[config.mk]
export PLATFORM = sky130hd
export DESIGN_NAME = alu_result_formatter
export DESIGN_NICKNAME = d
export VERILOG_FILES = /design/src/rtl/calc_pkg.sv /design/src/rtl/bcd_dd_step.sv /design/src/rtl/alu_result_formatter.sv
export SDC_FILE = /design/constraint.sdc
export NUM_CORES = 1
export LEC_CHECK = 0
export BUFFER_PORTS_ARGS = -buffer_cell sky130_fd_sc_hd__buf_2
export CAP_MARGIN = 0
export CORE_MARGIN = 4
export CORE_UTILIZATION = 35
export CTS_CLUSTER_SIZE = 12
export DETAILED_ROUTE_END_ITERATION = 7
export HOLD_SLACK_MARGIN = 0.15
export PLACE_DENSITY = 0.59
export SYNTH_ARGS = -nofsm -noshare
export SYNTH_HDL_FRONTEND = slang
export SYNTH_SLANG_ARGS = --single-unit
export TNS_END_PERCENT = 10
[constraint.sdc]
create_clock -name clk -period 2.03 [get_ports clk]
set_input_delay 0.203 -clock clk [delete_from_list [all_inputs] [get_ports clk]]
set_output_delay 0.203 -clock clk [all_outputs]
set_load 0.005 [all_outputs]
[src/rtl/calc_pkg.sv]
// Shared definitions for the calculator ALU result formatter:
// op codes, the blank BCD code and the formatter FSM state encoding.
package calc_pkg;

  localparam logic [1:0] OP_ADD = 2'b00;
  localparam logic [1:0] OP_SUB = 2'b01;
  localparam logic [1:0] OP_MUL = 2'b10;
  localparam logic [1:0] OP_DIV = 2'b11;

  localparam logic [3:0] BCD_BLANK = 4'hF;

  typedef enum logic [1:0] {
    IDLE = 2'd0,
    CONV = 2'd1,
    DONE = 2'd2
  } state_t;

endpackage

[src/rtl/bcd_dd_step.sv]
// One double-dabble iteration: add 3 to every BCD nibble >= 5, then shift
// the next magnitude bit in at the bottom.
module bcd_dd_step
  import calc_pkg::*;
#(
  parameter int DIGITS = 2
) (
  input  logic [4*DIGITS-1:0] bcd_in,
  input  logic                bit_in,
  output logic [4*DIGITS-1:0] bcd_out
);

  localparam int BW = 4 * DIGITS;

  logic [BW-1:0] adj_s;

  // Per-nibble add-3 correction followed by the 1-bit shift.
  always_comb begin
    adj_s = bcd_in;
    for (int i = 0; i < DIGITS; i++) begin
      if (bcd_in[4*i +: 4] >= 4'd5) begin
        adj_s[4*i +: 4] = bcd_in[4*i +: 4] + 4'd3;
      end else begin
        adj_s[4*i +: 4] = bcd_in[4*i +: 4];
      end
    end
    // The top bit shifted out is always zero when 10^DIGITS > 2^RES_W - 1.
    bcd_out = BW'({adj_s, bit_in});
  end

endmodule

[src/rtl/alu_result_formatter.sv]
// ALU result formatter: accepts one ALU word, converts its magnitude to BCD
// with a sequential double-dabble engine (RES_W clocks) and presents signed
// digits with error/status flags to the display driver.
// Optional build macro: LEADING_ZERO_BLANK_EN (blank leading zero digits
// above digit 0 for non-Div results).
module alu_result_formatter
  import calc_pkg::*;
#(
  parameter int RES_W  = 4,
  parameter int DIGITS = 2
) (
  input  logic                clk,
  input  logic                rst,
  input  logic                in_valid,
  output logic                in_ready,
  input  logic [RES_W-1:0]    in_result,
  input  logic                in_status,
  input  logic [1:0]          in_op,
  output logic                out_valid,
  input  logic                out_ready,
  output logic [4*DIGITS-1:0] out_digits,
  output logic                out_neg,
  output logic                out_err,
  output logic                out_flag,
  output logic [1:0]          out_op
);

  localparam int BW    = 4 * DIGITS;
  localparam int CNT_W = (RES_W > 1) ? $clog2(RES_W) : 1;
  localparam logic [CNT_W-1:0] CNT_LAST = CNT_W'(RES_W - 1);

  state_t             state_r;
  logic [CNT_W-1:0]   cnt_r;
  logic [RES_W-1:0]   mag_r;
  logic [RES_W-1:0]   res_r;
  logic [BW-1:0]      bcd_r;

  logic [RES_W-1:0]   sel_mag_s;
  logic               sel_neg_s;
  logic [BW-1:0]      step_s;
  logic [BW-1:0]      div_s;
  logic [BW-1:0]      final_s;

`ifdef LEADING_ZERO_BLANK_EN
  // Replace zero digits above digit 0 with blanks until a non-zero is seen.
  function automatic logic [BW-1:0] blank_lz(input logic [BW-1:0] d);
    logic lead;
    lead     = 1'b1;
    blank_lz = d;
    for (int i = DIGITS - 1; i > 0; i--) begin
      if (lead && (d[4*i +: 4] == 4'd0)) begin
        blank_lz[4*i +: 4] = BCD_BLANK;
      end else begin
        lead = 1'b0;
      end
    end
  endfunction
`endif

  bcd_dd_step #(.DIGITS(DIGITS)) u_step (
    .bcd_in  (bcd_r),
    .bit_in  (mag_r[RES_W-1]),
    .bcd_out (step_s)
  );

  // Magnitude and sign selection for the word being accepted.
  always_comb begin
    sel_mag_s = in_result;
    sel_neg_s = 1'b0;
    case (in_op)
      OP_SUB: begin
        if (in_result[RES_W-1]) begin
          sel_mag_s = ~in_result + RES_W'(1);
          sel_neg_s = 1'b1;
        end else begin
          sel_mag_s = in_result;
          sel_neg_s = 1'b0;
        end
      end
      default: begin
        sel_mag_s = in_result;
        sel_neg_s = 1'b0;
      end
    endcase
  end

  // Final digit pattern loaded on the last conversion iteration.
  always_comb begin
    div_s            = '0;
    div_s[3:0]       = {2'b00, res_r[1:0]};
    div_s[7:4]       = {2'b00, res_r[3:2]};
    final_s          = step_s;
    if (out_op == OP_DIV) begin
      if (out_err) begin
        final_s = {DIGITS{BCD_BLANK}};
      end else begin
        final_s = div_s;
      end
    end else begin
`ifdef LEADING_ZERO_BLANK_EN
      final_s = blank_lz(step_s);
`else
      final_s = step_s;
`endif
    end
  end

  // Handshake FSM, conversion engine state and registered outputs.
  always_ff @(posedge clk or posedge rst) begin
    if (rst) begin
      state_r    <= IDLE;
      cnt_r      <= '0;
      mag_r      <= '0;
      res_r      <= '0;
      bcd_r      <= '0;
      in_ready   <= 1'b0;
      out_valid  <= 1'b0;
      out_digits <= '0;
      out_neg    <= 1'b0;
      out_err    <= 1'b0;
      out_flag   <= 1'b0;
      out_op     <= 2'b00;
    end else begin
      case (state_r)
        IDLE: begin
          if (in_valid && in_ready) begin
            state_r  <= CONV;
            cnt_r    <= '0;
            mag_r    <= sel_mag_s;
            res_r    <= in_result;
            bcd_r    <= '0;
            in_ready <= 1'b0;
            out_neg  <= sel_neg_s && (in_op == OP_SUB);
            out_err  <= (in_op == OP_DIV) && in_status;
            out_flag <= in_status;
            out_op   <= in_op;
          end else begin
            in_ready <= 1'b1;
          end
        end
        CONV: begin
          bcd_r <= step_s;
          mag_r <= mag_r << 1;
          if (cnt_r == CNT_LAST) begin
            cnt_r      <= '0;
            state_r    <= DONE;
            out_valid  <= 1'b1;
            out_digits <= final_s;
          end else begin
            cnt_r <= cnt_r + CNT_W'(1);
          end
        end
        DONE: begin
          if (out_ready) begin
            state_r   <= IDLE;
            out_valid <= 1'b0;
            in_ready  <= 1'b1;
          end else begin
            state_r <= DONE;
          end
        end
        default: begin
          state_r   <= IDLE;
          out_valid <= 1'b0;
          in_ready  <= 1'b0;
        end
      endcase
    end
  end

endmodule

==> summary.txt, run 1 <==
Timing
  – Highest clock rate: 595 MHz
  – RSZ-0062 raised after global routing: false
  – Clk_skew: 0.00503 ns
  – Setup TNS: 0 ns
  – Final setup fails: 0
  – Final Max Tran Viols: 0
  – Max-slew headroom: 59.8%
  – Final period utilization: 82.7%
  – Worst Max-Slew Pin Slew: 0.603 ns
  – Endpoints failing hold: 0
  – Fin crit period: 1.68 ns
  – Min setup slack post-route: 0.351 ns

Setup path
  – Critical Path Max Stage Delay: 0.41 ns
  – Slowest-stage cell, CP: dfrtp_1
  – CP endpoint kind: flop
  – Crit path cell chain: inv_1, ha_1, nand2b_1, a21oi_2, mux2i_1, a221o_1
  – Crit path required time: 2.20 ns
  – WS Path Type: flop to flop
  – CP Max Fanout: 5
  – CP startpoint kind: flop
  – Critical path arrival: 1.85 ns

Global route
  – Total Routing Usage GR: 13.1%
  – GRT overflow: 0
  – Vias in the first global route: 1316
  – Initial antenna violation count: 0
  – Largest net degree at the start of global routing: 36
  – First-pass GRT wire length: 6.46 mm

Yosys
  – Synth Instances: 184
  – Top-area cell type share of the netlist area: 49.6%
  – Post-synthesis async set-or-reset flop share: 100%
  – Mean Syn Cell Area: 9.59 um2
  – Mapped cell area: 1760 um2
  – Top FF cell, synth: dfrtp_1
  – Ys Warns: 0
  – Sequential fraction of the synthesis area: 49.6%
  – Leading area contributor after synthesis: dfrtp_1
  – Syn_nets: 201
  – Post-synthesis sequential element count: 35
  – Unique cell type count in the Yosys netlist: 35
  – Synth area leaders: dfrtp_1 50%, nand2_1 7.4%, o21ai_0 5.1%
  – Number of flops mapped to enable cells by yosys: 0

Die
  – CORE AREA: 4820 um2
  – Die footprint: 6240 um2
  – DIE HEIGHT: 79.0 um
  – # rows: 25
  – Starting Density: 36.6%
  – Die width: 79.0 um
  – Io pins: 26

CTS
  – Root buffer cell: clkbuf_8
  – CTS clock-pin slew for the worst setup and hold paths: 0.07 ns
  – Post CTS Setup Buffer Count: 0
  – Worst-Skew Late Latency: 0.28 ns
  – H-tree depth: 2
  – Inserted Clock Buffers: 5
  – Maximum buffer depth of the clock tree: 2
  – CTS tree: done
  – Clock Sinks: 35

Finish
  – Share of post-route cells with drive strength above 1: 19.2%
  – Area growth syn-to-layout: 17.4%
  – # nets final: 229
  – Antenna cells: 0
  – Final Core Density: 43.0%

Route
  – Routed Wire Length: 3.67 mm
  – WL/cell: 13.1 um
  – Drt initial violations: 54
  – Drt pass-1 iters: 4
  – DRT antenna net count: 0
  – DRC violations left: 0
  – DR vias/cell: 4.99
  – Vias post-DR: 1397

Place
  – Dpl ws: 0.380 ns
  – Port bufs: 25
  – Hpwl dp: 2.61 mm
  – Placer Congestion: 0.795

Job
  – Max Cap Viol: 0

Pwr
  – Int Power: 0.00189 W
  – Sw frac: 39.1%
  – Pwr Total: 0.00311 W
  – PwrDens: 1500 nW/um2
  – Worst VDD drop: 0.779 mV
  – Clock power share: 17.7%
  – Seq pwr share: 40.9%
  – Gate power share: 41.4%
  – Sw Pwr: 0.00122 W
  – Leak: 0.998 nW

Min path
  – Hold Path Class: input pin to flop

Outcome
  – Status: completed
[metal layers]
layer  up-vias  wire, um  global-route usage [%]
met2        27      1640                    19.7
met1       664      1860                    18.6
met3         4       135                    3.51
li1        702         -                       -
met5         -         0                       0
met4         0        29                    3.61
[final timing paths]
kind / startpoint / endpoint / slack (ns) / depth (start not counted)
max in group asynchronous: rst / bcd_r[7]$_DFFE_PP0P_ / 1.15 / 4
worst max register to register: bcd_r[0]$_DFFE_PP0P_ / out_digits[2]$_DFFE_PP0P_ / 0.35 / 6
worst max-delay path: bcd_r[0]$_DFFE_PP0P_ / out_digits[2]$_DFFE_PP0P_ / 0.35 / 6
min in group asynchronous: rst / out_valid$_DFFE_PP0P_ / 0.55 / 4
worst min-delay path: in_result[2] / res_r[2]$_DFFE_PP0P_ / 0.17 / 3
worst min register to register: out_digits[1]$_DFFE_PP0P_ / out_digits[1]$_DFFE_PP0P_ / 0.47 / 2
[worst max-delay path: cells and delay by family, from the launching register on]
family                   cells  cell delay, ns
AO/OA/AOI/OAI                2            0.51
adder cells (fa/ha/maj)      1            0.24
flip-flops                   1            0.41
buffers and inverters        1            0.16
multiplexers                 1            0.12
AND/OR/NAND/NOR              1            0.12
[state kept, by name, summed over array words and instances, names as in the netlist]
register / count
bcd_r: 8
cnt_r: 2
in_ready: 1
mag_r: 4
out_digits: 8
out_err: 1
out_flag: 1
out_neg: 1
out_op: 2
out_valid: 1
res_r: 4
state_r: 2
[synthesized netlist by cell type (2+ instances only)]
library cell,n
a31oi_1,2
dfrtp_1,35
o2bb2ai_1,2
xnor2_1,3
nand2_1,35
a31o_2,2
nand3_1,7
o31ai_1,3
a221o_1,2
nand2b_1,5
ha_1,6
inv_1,9
a21oi_1,9
nor2_1,8
nor3_1,3
a22o_1,2
mux2i_1,3
and4bb_2,2
o21ai_0,18
a21oi_2,2
nor3b_1,5
buf_2,8
[layout make-up]
type / instances / area [um2]
multi-input combinational: 131 / 807
inverter: 9 / 33.8
sequential: 35 / 876
clock buffer: 8 / 100
tap: 67 / 83.8
fill: 510 / 2750
timing repair buffer: 30 / 170
[power groups by stage]
stage	sequential (W)	clock [W]	combinational, W
after floorplan	0.00122	0	0.00101
after global placement	0.00128	0	0.00129
after detailed placement	0.00128	0	0.00130
after CTS	0.00128	0.000565	0.00130
after global routing	0.00133	0.000596	0.00149
final	0.00127	0.000550	0.00129
[cells in the final DEF (no fill, tap or decap), types with 2 or more instances in the layout]
| cell type | instances |
|---|---|
| buf_2 | 25 |
| o2bb2ai_1 | 2 |
| a221o_1 | 2 |
| nor2_1 | 8 |
| mux2i_1 | 3 |
| dfrtp_1 | 35 |
| nor3_1 | 3 |
| xnor2_1 | 3 |
| a21oi_1 | 9 |
| nand2_1 | 35 |
| a31o_2 | 2 |
| o21ai_0 | 18 |
| o31ai_1 | 3 |
| ha_1 | 6 |
| a21oi_2 | 2 |
| and4bb_2 | 2 |
| nand3_1 | 7 |
| clkbuf_8 | 7 |
| nor3b_1 | 5 |
| a22o_1 | 2 |
| a31oi_1 | 2 |
| inv_1 | 9 |
| nand2b_1 | 5 |
| buf_4 | 2 |
| dlygate4sd3_1 | 3 |
[cells by family (layout without fill, tap and decap cells)]
family / Yosys count / after routing / share of synthesized area [%]
simple gates: 71 / 71 / 20.9
fa+ha+maj: 6 / 6 / 4.26
buf+inv: 18 / 47 / 4.61
mux: 3 / 3 / 1.70
compound gates: 48 / 48 / 17.4
flops: 35 / 35 / 49.6
xor+xnor: 3 / 3 / 1.49
[stage by stage]
step | area, um2 | std cells | hold slack [ns]
detailed placement | 1940 | 269 | 0.333
floorplan | 1760 | 184 | 0.308
CTS | 2070 | 280 | 0.161
global route | 2070 | 280 | 0.170
finish | 2070 | 280 | 0.167
global placement | 1940 | 269 | 0.331
[what timing repair did]
action	4_1_cts	5_1_grt
hold buffers	3	0
setup endpoints to repair	0	0
hold endpoints to repair	37	0
gates resized for setup	0	0
No activity file was read; power rests on OpenSTA's default activity.
==> run 2, diff against run 1 <==
Settings changed: ABC_AREA set to 1, PLACE_DENSITY 0.59 to 0.61.
Clock period 2.03 ns to 1.4 ns, I/O delays scaled along.
==> run 2 against run 1 <==
Clock-buffer cell count is 2 lower. Critical endpoint is now out_digits[1]$_DFFE_PP0P_. Area after synthesis grew 2.4%. Largest cell class unchanged. Critical path type unchanged. Clock power up 35%.
==> summary.txt, run 2 <==
Outcome
  – Status: completed

CTS
  – Root buffer cell: clkbuf_8
  – Clock Sinks: 35 (unchanged)
  – Inserted Clock Buffers: 5 (unchanged)
  – H-tree depth: 2 (unchanged)
  – CTS clock-pin slew for the worst setup and hold paths: 0.07 ns (about the same)
  – CTS tree: done
  – Maximum buffer depth of the clock tree: 2 (unchanged)
  – Worst-Skew Late Latency: 0.28 ns (about the same)

Timing
  – Setup TNS: 0 ns (unchanged)
  – Endpoints failing hold: 0 (unchanged)
  – Clk_skew: 0.00335 ns (-0.00168 ns)
  – Final Max Tran Viols: 0 (unchanged)
  – RSZ-0062 raised after global routing: true
  – Min setup slack post-route: 0.0589 ns (-0.292 ns)
  – Fin crit period: 1.34 ns (-0.338 ns)
  – Hold Slack: 0.162 ns (-0.00596 ns)
  – Worst Max-Slew Pin Slew: 0.450 ns (-0.153 ns)
  – Highest clock rate: 746 MHz (+25%)
  – Final period utilization: 95.8% (+13 points)
  – Max-slew headroom: 70.0% (+10 points)
  – Final setup fails: 0 (unchanged)

Pwr
  – PwrDens: 2170 nW/um2 (+45%)
  – Seq pwr share: 36.5% (-4.4 points)
  – Int Power: 0.00285 W (+50%)
  – Sw Pwr: 0.00199 W (+64%)
  – Clock power share: 15.3% (-2.4 points)
  – Worst VDD drop: 0.839 mV (+7.6%)
  – Sw frac: 41.1% (+2.0 points)
  – Leak: 1.17 nW (+18%)
  – Gate power share: 48.2% (+6.8 points)

Setup path
  – CP endpoint kind: flop
  – Worst r2r path cells: 9 (+3)
  – FF-to-FF setup slack: 0.06 ns (-0.29 ns)
  – WS Path Type: flop to flop
  – Crit path required time: 1.58 ns (-0.62 ns)
  – CP Max Fanout: 6 (+1)
  – Critical path arrival: 1.52 ns (-0.33 ns)
  – CP startpoint kind: flop

Yosys
  – Mapped cell area: 1810 um2 (+2.4%)
  – Number of flops mapped to enable cells by yosys: 0 (unchanged)
  – Synth Area in XOR/XNOR: 0% (-1.5 points)
  – Post-synthesis async set-or-reset flop share: 100% (unchanged)
  – Synth area leaders: dfrtp_1 48%, nand2_1 12%, o21ai_2 7.3%
  – Ys Warns: 0 (unchanged)
  – Mean Syn Cell Area: 8.60 um2 (-10%)
  – Syn_nets: 227 (+13%)
  – Leading area contributor after synthesis: dfrtp_1
  – Most common cell in the netlist: nand2_1
  – Top FF cell, synth: dfrtp_1
  – Unique cell type count in the Yosys netlist: 26 (-26%)
  – Adder-cell area share of the yosys netlist: 4.16% (-0.10 points)
  – Post-synth top cells: 59 x nand2_1, 35 x dfrtp_1, 25 x inv_1
  – Simple-Gate Fraction of Synth Area: 26.1% (+5.3 points)
  – Top-area cell type share of the netlist area: 48.5% (-1.2 points)
  – Sequential fraction of the synthesis area: 48.5% (-1.2 points)
  – Synth Area in Compound Gates: 13.4% (-4.0 points)
  – Mux contribution to synthesized area: 0% (-1.7 points)
  – Post-synthesis sequential element count: 35 (unchanged)
  – Synth Instances: 210 (+14%)
  – Largest family of logic cells by synthesized area: simple AND/OR/NAND/NOR gates

Min path
  – Hold Path Class: input pin to flop
  – Worst Hold Depth: 3 (unchanged)

Finish
  – Area growth syn-to-layout: 23.4%
  – Non-filler instance count after layout: 322 (+15%)
  – Commonest cells after routing, fill and taps aside: 56 x nand2_1, 35 x dfrtp_1, 25 x buf_2, 21 x inv_1, 19 x nand3_1
  – Share of post-route cells with drive strength above 1: 31.4% (+12 points)
  – # nets final: 272 (+19%)
  – Antenna cells: 0 (unchanged)
  – Biggest regs: bcd_r x8, out_digits x8
  – Commonest non-fill, non-tap cell in the layout: nand2_1
  – Final Core Density: 46.0% (+3.0 points)

Global route
  – GRT overflow: 0 (unchanged)
  – Total Routing Usage GR: 13.0% (-0.092 points)
  – Initial antenna violation count: 0 (unchanged)
  – First-pass GRT wire length: 6.54 mm (+1.3%)
  – Vias in the first global route: 1465 (+11%)
  – Largest net degree at the start of global routing: 36 (unchanged)

Place
  – Dpl ws: 0.00823 ns (-0.371 ns)
  – Placed insts: 306 (+14%)
  – Port bufs: 25 (unchanged)
  – Placer Congestion: 0.746 (-6.1%)
  – Hpwl dp: 2.71 mm (+4.1%)

Die
  – CORE AREA: 4850 um2 (+0.65%)
  – Io pins: 26 (unchanged)
  – Die footprint: 6380 um2 (+2.2%)
  – DIE HEIGHT: 79.8 um (+1.1%)
  – # rows: 25 (unchanged)
  – Die width: 79.8 um (+1.1%)
  – Starting Density: 37.3% (+0.64 points)

Job
  – Max Cap Viol: 0 (unchanged)

Route
  – Vias post-DR: 1536 (+9.9%)
  – Drt pass-1 iters: 4 (unchanged)
  – Drt initial violations: 84 (+56%)
  – Routed Wire Length: 3.83 mm (+4.4%)
  – DRT antenna net count: 0 (unchanged)
  – DRC violations left: 0 (unchanged)
  – WL/cell: 11.9 um (-9.3%)
  – DR vias/cell: 4.77 (-4.4%)
-- run 2: changes by cell type after synthesis, moves of 4 or more --
cell,previous run,this run
o21ai_0,18,9
a21oi_1,9,3
nand2b_1,5,0
nand2_1,35,59
or2_2,0,4
nand3_1,7,19
nor3b_1,5,0
nand4_1,0,4
inv_1,9,25
buf_2,8,1
o21ai_2,0,15
-- run 2: kinds of logic (layout without fill, tap and decap cells) --
logic type / Yosys count / after routing
flip-flops: 35 / 35
AND/OR/NAND/NOR: 104 / 104
buffers and inverters: 32 / 77
AO/OA/AOI/OAI: 33 / 33
adder cells (fa/ha/maj): 6 / 6
-- run 2: layer usage --
metal  wire [um]  vias up  part of all wire (%)  GRT usage [%]
met4          48        0                   1.3           4.05
met5           0        -                     0              0
met3         146        6                   3.8           3.72
li1            -      774                     -              -
met2        1870       31                    49           21.9
met1        1770      725                    46           16.1
-- run 2: layout make-up --
| type | count | area, um2 |
|---|---|---|
| fillers | 505 | 2620 |
| repair buffers | 42 | 270 |
| flip-flops and latches | 35 | 876 |
| multi-input cells | 143 | 802 |
| inverters | 28 | 110 |
| clock inverters | 1 | 5.00 |
| clock buffers | 6 | 82.6 |
| well taps | 67 | 83.8 |
-- run 2: power groups by stage --
stage	clock network (W)	registers, W	logic [W]
final	0.000741	0.00177	0.00233
after global routing	0.000810	0.00183	0.00265
after CTS	0.000766	0.00176	0.00229
after detailed placement	0	0.00177	0.00225
after global placement	0	0.00176	0.00224
after floorplan	0	0.00174	0.00163
-- run 2: worst max-delay path, stage by stage (launching register included) --
cell and delay [ns]:
dfrtp_1 0.43, inv_2 0.09, ha_2 0.18, inv_1 0.05, nand2_2 0.10, nand3_1 0.10, nand2_1 0.10, nand3_1 0.08
nand2_1 0.06, nand2_1 0.04
-- run 2: what timing repair did --
action | CTS | global route
endpoints found under the setup margin | 0 | 13
buffers inserted | 0 | 2
hold buffers | 7 | 0
resized for setup | 0 | 10
endpoints found under the hold margin | 44 | 0
-- run 2: worst paths after layout --
| kind | startpoint | endpoint |
|---|---|---|
| hold / removal | in_result[1] | res_r[1]$_DFFE_PP0P_ |
| setup / recovery | bcd_r[0]$_DFFE_PP0P_ | out_digits[1]$_DFFE_PP0P_ |
| hold reg to reg | out_digits[1]$_DFFE_PP0P_ | out_digits[1]$_DFFE_PP0P_ |
| max in group asynchronous | rst | out_digits[1]$_DFFE_PP0P_ |
| setup reg to reg | bcd_r[0]$_DFFE_PP0P_ | out_digits[1]$_DFFE_PP0P_ |
| min in group asynchronous | rst | bcd_r[7]$_DFFE_PP0P_ |
-- run 2: through the flow --
stage	cell area, um2	total power, W
final	2230	0.00484
after global routing	2230	0.00529
after CTS	2200	0.00482
after detailed placement	2040	0.00402
after global placement	2040	0.00400
after floorplan	1810	0.00337
==> run 3, diff against run 2 <==
Settings changed: CORE_ASPECT_RATIO set to 0.6.
==> run 3 against run 2 <==
Core utilization rose by 1.5 points. Clock skew rose by 0.0026 ns. Power is 3.8% higher. Wire length grew 1.8%. Final cell count shrank 0.62%. Sequential cell count is the same. Sequential power about the same. Register-to-register slack better by 0.05 ns. Maximum frequency up 3.5%. Critical path type unchanged.
==> summary.txt, run 3 (synthesis results as in run 2) <==
Outcome
  – Status: completed

Timing
  – Final setup fails: 0 (unchanged)
  – Final Max Tran Viols: 0 (unchanged)
  – Highest clock rate: 772 MHz (+3.5%)
  – Fin crit period: 1.30 ns (-0.0459 ns)
  – Endpoints failing hold: 0 (unchanged)
  – Worst Max-Slew Pin Slew: 0.457 ns (+0.00705 ns)
  – Max-slew headroom: 69.5% (-0.47 points)
  – Final period utilization: 92.5% (-3.3 points)
  – Clk_skew: 0.00591 ns (+0.00257 ns)
  – Min setup slack post-route: 0.105 ns (+0.0459 ns)

CTS
  – CTS tree: done
  – Root buffer cell: clkbuf_8
  – Maximum buffer depth of the clock tree: 2 (unchanged)
  – Worst-Skew Late Latency: 0.28 ns (about the same)
  – Clock Sinks: 35 (unchanged)
  – H-tree depth: 2 (unchanged)
  – Inserted Clock Buffers: 5 (unchanged)
  – CTS clock-pin slew for the worst setup and hold paths: 0.07 ns (about the same)

Die
  – Die footprint: 6410 um2 (+0.59%)
  – DIE HEIGHT: 63.7 um (-20%)
  – Io pins: 26 (unchanged)
  – Die width: 101 um (+26%)
  – # rows: 19 (-24%)
  – CORE AREA: 4780 um2 (-1.4%)
  – Starting Density: 37.8% (+0.55 points)

Route
  – Max layer used: met3
  – Routed Wire Length: 3.90 mm (+1.8%)
  – Drt pass-1 iters: 4 (unchanged)
  – DR vias/cell: 4.64 (-2.8%)
  – Routed wl met3: 158 um (+8.2%)
  – DRT antenna net count: 0 (unchanged)
  – DR WL met2: 1.54 mm (-18%)
  – DRC violations left: 0 (unchanged)
  – WL/cell: 12.2 um (+2.4%)
  – Vias post-DR: 1484 (-3.4%)
  – M1 WL: 2.20 mm (+25%)
  – Drt initial violations: 119 (+42%)

Min path
  – Worst Hold Depth: 3 (unchanged)
  – Hold_sp: in_result[1]
  – Worst Hold End: res_r[1]$_DFFE_PP0P_
  – Hold Path Class: input pin to flop

Setup path
  – Critical R2R Launch: bcd_r[0]$_DFFE_PP0P_
  – CP endpoint kind: flop
  – CP Max Fanout: 4 (-2)
  – FF-to-FF setup slack: 0.10 ns (+0.05 ns)
  – Critical path arrival: 1.51 ns (about the same)
  – Worst r2r path cells: 5 (-4)
  – Crit path required time: 1.61 ns (+0.03 ns)
  – CP startpoint kind: flop
  – WS Path Type: flop to flop
  – R2r endpoint: out_digits[3]$_DFFE_PP0P_

Global route
  – Initial antenna violation count: 0 (unchanged)
  – Total Routing Usage GR: 13.1% (+0.052 points)
  – First-pass GRT wire length: 6.67 mm (+1.9%)
  – Vias in the first global route: 1372 (-6.3%)
  – GRT overflow: 0 (unchanged)
  – Largest net degree at the start of global routing: 36 (unchanged)

Place
  – Port bufs: 25 (unchanged)
  – Placer Congestion: 0.861 (+15%)
  – Dpl ws: 0.0286 ns (+0.0204 ns)
  – Hpwl dp: 2.82 mm (+3.8%)

Finish
  – Biggest regs: bcd_r x8, out_digits x8
  – Share of post-route cells with drive strength above 1: 31.5% (+0.14 points)
  – Commonest non-fill, non-tap cell in the layout: nand2_1
  – # nets final: 273 (+0.37%)
  – Commonest cells after routing, fill and taps aside: 56 x nand2_1, 35 x dfrtp_1, 25 x buf_2, 22 x inv_1, 18 x nand3_1
  – Antenna cells: 0 (unchanged)
  – Area growth syn-to-layout: 25.6%
  – Reg area: 876 um2 (unchanged)
  – Filler cell count: 489 (-3.2%)
  – Area of the multi-input gates: 810 um2 (+0.94%)

Job
  – Max Cap Viol: 0 (unchanged)

Pwr
  – PwrDens: 2210 nW/um2 (+2.0%)
  – Leak: 1.20 nW (+1.9%)
  – Worst VDD drop: 1.00 mV (+19%)
  – Pwr Total: 0.00503 W (+3.8%)
run 3: changes by cell type in the layout (fill, tap and decap cells not counted), sizes merged:
| cell | delta |
|---|---|
| bufinv | +1 |
| buf | +1 |
run 3: routing by layer:
metal  GRT usage, %  up-vias
li1               -      775
met1           20.8      683
met2           17.4       26
met3           3.42        0
met4           2.52        0
met5              0        -
run 3: cell type report:
| class | instances | share of cell area [%] |
|---|---|---|
| multi-input cells | 143 | 35.7 |
| well taps | 63 | 3.47 |
| repair buffers | 43 | 12.2 |
| clock buffers | 6 | 3.64 |
| clock inverters | 2 | 1.54 |
| flip-flops and latches | 35 | 38.6 |
| inverters | 28 | 4.85 |
run 3: critical path, cell delays in order, from the launching register on:
cell and delay (ns):
dfrtp_1 0.42, inv_2 0.06, ha_1 0.20, o21ai_0 0.26, nand3_1 0.14, a2bb2oi_1 0.15
run 3: report_power, final:
| group | internal, W | total, W | leakage (nW) | switching (W) |
|---|---|---|---|---|
| sequential | 0.00148 | 0.00177 | 0.441 | 0.000296 |
| clock | 0.000576 | 0.000945 | 0.0612 | 0.000369 |
| combinational | 0.000964 | 0.00231 | 0.693 | 0.00135 |
run 3: how the worst max path moves through the flow:
stage                         start                   endpoint  cells after the start
2_1_floorplan  bcd_r[0]$_DFFE_PP0P_  out_digits[1]$_DFFE_PP0P_                      9
3_3_place_gp   bcd_r[0]$_DFFE_PP0P_  out_digits[4]$_DFFE_PP0P_                      9
3_5_place_dp   bcd_r[0]$_DFFE_PP0P_  out_digits[2]$_DFFE_PP0P_                      8
4_1_cts        bcd_r[0]$_DFFE_PP0P_  out_digits[1]$_DFFE_PP0P_                      9
5_1_grt        bcd_r[4]$_DFFE_PP0P_  out_digits[6]$_DFFE_PP0P_                      8
6_report       bcd_r[0]$_DFFE_PP0P_  out_digits[3]$_DFFE_PP0P_                      5
run 3: timing repair:
item,in CTS,in global routing
hold buffers,7,0
setup endpoints to repair,0,11
buffers inserted,0,2
gates resized for setup,0,9
hold endpoints to repair,43,0
run 3: through the flow:
stage	cell area, um2	TNS (ns)	hold slack (ns)	utilization (%)	cells
finish	2270	0	0.179	47.5	320
global route	2270	-0.0146	0.189	47.5	320
CTS	2230	0	0.164	46.8	318
detailed placement	2050	0	0.265	42.8	303
global placement	2050	0	0.267	42.8	303
floorplan	1810	0	0.257	-	210
